[src/rtl/ext_pipe.sv]
// ext_pipe: two-stage valid/ready immediate extender; 6 extension modes, eop 110/111 flag err. Optional cnt port under EXT_PIPE_CNT_EN.
// Latency: a word accepted at edge N is presented on ext/err after edge N+1; sustains one word per cycle.
// Backpressure: S2 holds under out_ready=0, S1 fills behind it, then in_ready drops; release moves both with no bubble.
module ext_pipe #(
    parameter int IMM_W = 16,
    parameter int OUT_W = 32,
    parameter int SHAMT = 2
) (
    input  logic             clk,
    input  logic             reset,
    input  logic             in_valid,
    output logic             in_ready,
    input  logic [IMM_W-1:0] imm,
    input  logic [2:0]       eop,
    output logic             out_valid,
    input  logic             out_ready,
    output logic [OUT_W-1:0] ext,
`ifdef EXT_PIPE_CNT_EN
    output logic [15:0]      cnt,
`endif
    output logic             err
);

    localparam int HI_W = OUT_W - IMM_W;

    typedef struct packed {
        logic [OUT_W-1:0] ext;
        logic             err;
    } res_t;

    logic [OUT_W-1:0] sx;
    logic [OUT_W-1:0] zx;
    res_t             res;

    logic             s1_vld;
    res_t             s1_dat;
    logic             s2_vld;
    res_t             s2_dat;

    logic             s1_adv;
    logic             accept;

    // Extension is computed before S1 so the stage registers only hold finished words.
    always_comb begin
        sx  = {{HI_W{imm[IMM_W-1]}}, imm};
        zx  = {{HI_W{1'b0}}, imm};
        res = '0;
        case (eop)
            3'b000:  res.ext = sx;
            3'b001:  res.ext = zx;
            3'b010:  res.ext = zx << HI_W;
            3'b011:  res.ext = sx << SHAMT;
            3'b100:  res.ext = zx << SHAMT;
            3'b101:  res.ext = {{HI_W{1'b1}}, imm};
            default: res.err = 1'b1;
        endcase
    end

    assign s1_adv   = s1_vld && (!s2_vld || out_ready);
    assign in_ready = !reset && (!s1_vld || s1_adv);
    assign accept   = in_valid && in_ready;

    always_ff @(posedge clk) begin
        if (reset) begin
            s1_vld <= 1'b0;
            s1_dat <= '0;
            s2_vld <= 1'b0;
            s2_dat <= '0;
        end else begin
            s1_vld <= accept || (s1_vld && !s1_adv);
            if (accept) begin
                s1_dat <= res;
            end
            // S2 data is left untouched on unload so ext/err keep their last value when empty.
            if (s1_adv) begin
                s2_vld <= 1'b1;
                s2_dat <= s1_dat;
            end else if (out_ready) begin
                s2_vld <= 1'b0;
            end
        end
    end

    assign out_valid = s2_vld;
    assign ext       = s2_dat.ext;
    assign err       = s2_dat.err;

`ifdef EXT_PIPE_CNT_EN
    always_ff @(posedge clk) begin
        if (reset) begin
            cnt <= '0;
        end else if (s2_vld && out_ready) begin
            cnt <= cnt + 16'd1;
        end
    end
`endif

endmodule

[config.mk]
export PLATFORM = sky130hd
export DESIGN_NAME = ext_pipe
export DESIGN_NICKNAME = d
export VERILOG_FILES = /design/src/rtl/ext_pipe.sv
export SDC_FILE = /design/constraint.sdc
export NUM_CORES = 1
export LEC_CHECK = 0
export CORE_UTILIZATION = 45
export DETAILED_ROUTE_END_ITERATION = 6
export GPL_TIMING_DRIVEN = 0
export HOLD_SLACK_MARGIN = 0.12
export PLACE_DENSITY_LB_ADDON = 0.15
export SETUP_SLACK_MARGIN = 0.1
export SLEW_MARGIN = 0
export SYNTH_ARGS = -nofsm -noshare
export SYNTH_HDL_FRONTEND = slang
export SYNTH_SLANG_ARGS = --single-unit
export TNS_END_PERCENT = 30
[constraint.sdc]
create_clock -name clk -period 1.3 [get_ports clk]
set_input_delay 0.26 -clock clk [delete_from_list [all_inputs] [get_ports clk]]
set_output_delay 0.26 -clock clk [all_outputs]
set_load 0.02 [all_outputs]
==> reports/results.tsv <==
metric	value	unit
r2r-start	s1_vld$_SDFF_PP0_	
cts_sinks	68	
hold_path.class	input pin to flip-flop	
r2r_slack	0.02	ns
place_ws	-0.634	ns
power	4.62	mW
min_path_cells	3	
stdcell_area	0.00399	sq mm
hold_violations	0	
syn_area	0.00303	sq mm
fin_crit	1.43	ns
worst_skew_pair.late_latency	0.34	ns
min_from	out_ready	
place_area	0.00371	sq mm
ys_seq_area_share	44.9	%
p_leak	1.66	nW
synth_edf_count	0	
met2_length	3640	microns
setup.worst_path.class	flip-flop to output port	
relSlewSlack	66.0	%
nets	466	
num_antenna_cells	0	
critPathMaxFanout	4	
antenna_found_initial	0	
cts_buffer_depth	2	
grt_setup_unrepaired	true	
drtIter0Drc	209	
tightest_slew	0.510	ns
cts_tree	built	
startpoint_type	flip-flop	
clock_skew	0.00357	ns
min_to	out_valid$_SDFFE_PP0P_	
io_pins	58	
wl_per_cell	14.9	microns
cp-end-kind	output port	
die_w	84.1	microns
max_clock_freq	701	MHz
syn_avg_cell_area	8.40	sq um
synth-main-ff-cell	dfxtp_1	
setup_viol	1	
cts_hold_buf	0	
drive_above_1_share	25.4	%
cp_data_required_time	1.04	ns
synth-seq-cells	68	
area_growth	31.3	%
power_density	1160	mW/mm^2
layout_common_cells	nand2_1 (79), dfxtp_1 (66), a21oi_1 (48)	
via_per_inst	5.44	
die_h	84.1	microns
cts_made_buffers	9	
start_util	47.2	%
grt.total_usage	22.2	%
critPathArrivalTime	1.17	ns
clkTransAtPathRegs	0.07	ns
slew_viol_final	0	
yosysUniqueCellTypes	42	
dieArea	0.00708	sq mm
peakVddDrop	0.000620	V
cts_max_level	3	
detail-route-antenna-nets	0	
wl_met3	376	microns
period_share	110	%
wl_met1	3690	microns
r2r-end	s1_dat[30]$_SDFFE_PP0P_	
final_common_cell	nand2_1	
syn_inst	361	
num-fill-cells	605	
grt_pass1_vias	2568	
drv_cap	0	
fp-row-count	29	
fin_ws	-0.127	ns
r2r_cells	6	
wl	7810	microns
core_area	0.00642	sq mm
gr-total-overflow	0	
place_congestion	0.800	
holdWs	0.392	ns
dp_hpwl	5370	microns
synth-async-reset-ratio	0	%
num_vias	2857	
portBuffers	55	
grt_max_degree	12	
synth_nets	384	
violations	DRC, setup timing	
synth_warnings	0	
cts_root_buf	clkbuf_8	
dr.pass1.iters	6	
grt_pass1_wl	12400	microns
top_layer	met4	
drc_errors	6	
status	complete, but fails checks	
[state kept, by name, summed over array words and instances (netlist names)]
name and count:
err 1, ext 32, out_valid 1, s1_dat 33, s1_vld 1
[through the flow]
step           util, %  TNS (ns)  cells
2_1_floorplan        -         0    361
3_3_place_gp      57.8    -31.15    493
3_5_place_dp      57.8    -31.82    493
4_1_cts           61.3    -0.394    513
5_1_grt           62.0    -0.473    525
6_report          62.0    -0.127    525
[layer usage]
layer	GRT usage [%]	up-vias
met5	0	-
met4	10.2	0
met3	3.86	8
met2	35.0	79
met1	29.8	1340
li1	-	1430
[area by class of cell]
| cell class | instances | area (sq um) | share of cell area, % |
|---|---|---|---|
| Tap cell | 77 | 96.3 | 2.42 |
| Inverter | 1 | 3.75 | 0.0942 |
| Multi-Input combinational cell | 261 | 1530 | 38.5 |
| Clock buffer | 12 | 155 | 3.89 |
| Sequential cell | 68 | 1370 | 34.3 |
| Buffer | 31 | 235 | 5.90 |
| Clock inverter | 4 | 47.5 | 1.19 |
| Timing Repair Buffer | 71 | 548 | 13.8 |
[what timing repair did]
item                                    4_1_cts  5_1_grt
gates cloned                                  0        2
pin swaps                                    18       26
setup buffers                                 4       10
endpoints found under the setup margin       98       83
resized for setup                           147       32
[synth_stat cells, drive strengths merged (5+ instances only)]
library cell	count	area, sq um
nand3b	5	50.1
nor2b	6	55.1
nor3b	10	80.1
a22oi	5	51.3
a21oi	50	262
nor3	10	50.1
clkbuf	8	31.3
a22o	21	184
o21ai	27	135
nor2	5	21.3
dfxtp	68	1360
and3	8	50.1
buf	23	150
nand2	81	307
o21a	8	60.1
[critical path: stages (launching register included)]
cell	delay [ns]
dfxtp_2	0.33
and3b_2	0.24
nor2_1	0.10
buf_4	0.15
[logic make-up (layout without fill, tap and decap cells)]
logic type | count (synthesis) | after routing | synth area share [%]
and+or+nand+nor | 137 | 137 | 23.1
AOI/OAI and AO/OA | 122 | 122 | 25.3
DFF | 68 | 68 | 44.9
buffers and inverters | 32 | 119 | 6.10
muxes | 2 | 2 | 0.660
[worst max path at each step]
stage / start / endpoint / slack [ns] / cells past startpoint
final: s1_vld$_SDFF_PP0_ / in_ready / -0.13 / 3
after global routing: s1_vld$_SDFF_PP0_ / in_ready / -0.16 / 3
after CTS: out_valid$_SDFFE_PP0P_ / in_ready / -0.11 / 3
after detailed placement: out_ready / in_ready / -0.63 / 4
after global placement: out_ready / in_ready / -0.63 / 4
after floorplan: eop[2] / s1_dat[13]$_SDFFE_PP0P_ / 0.11 / 6
[report_power, final]
part,switching [mW],internal [mW]
Combinational,0.376,0.313
Sequential,0.0365,2.15
Clock,0.765,0.985
(Power assumes the default switching activity.)
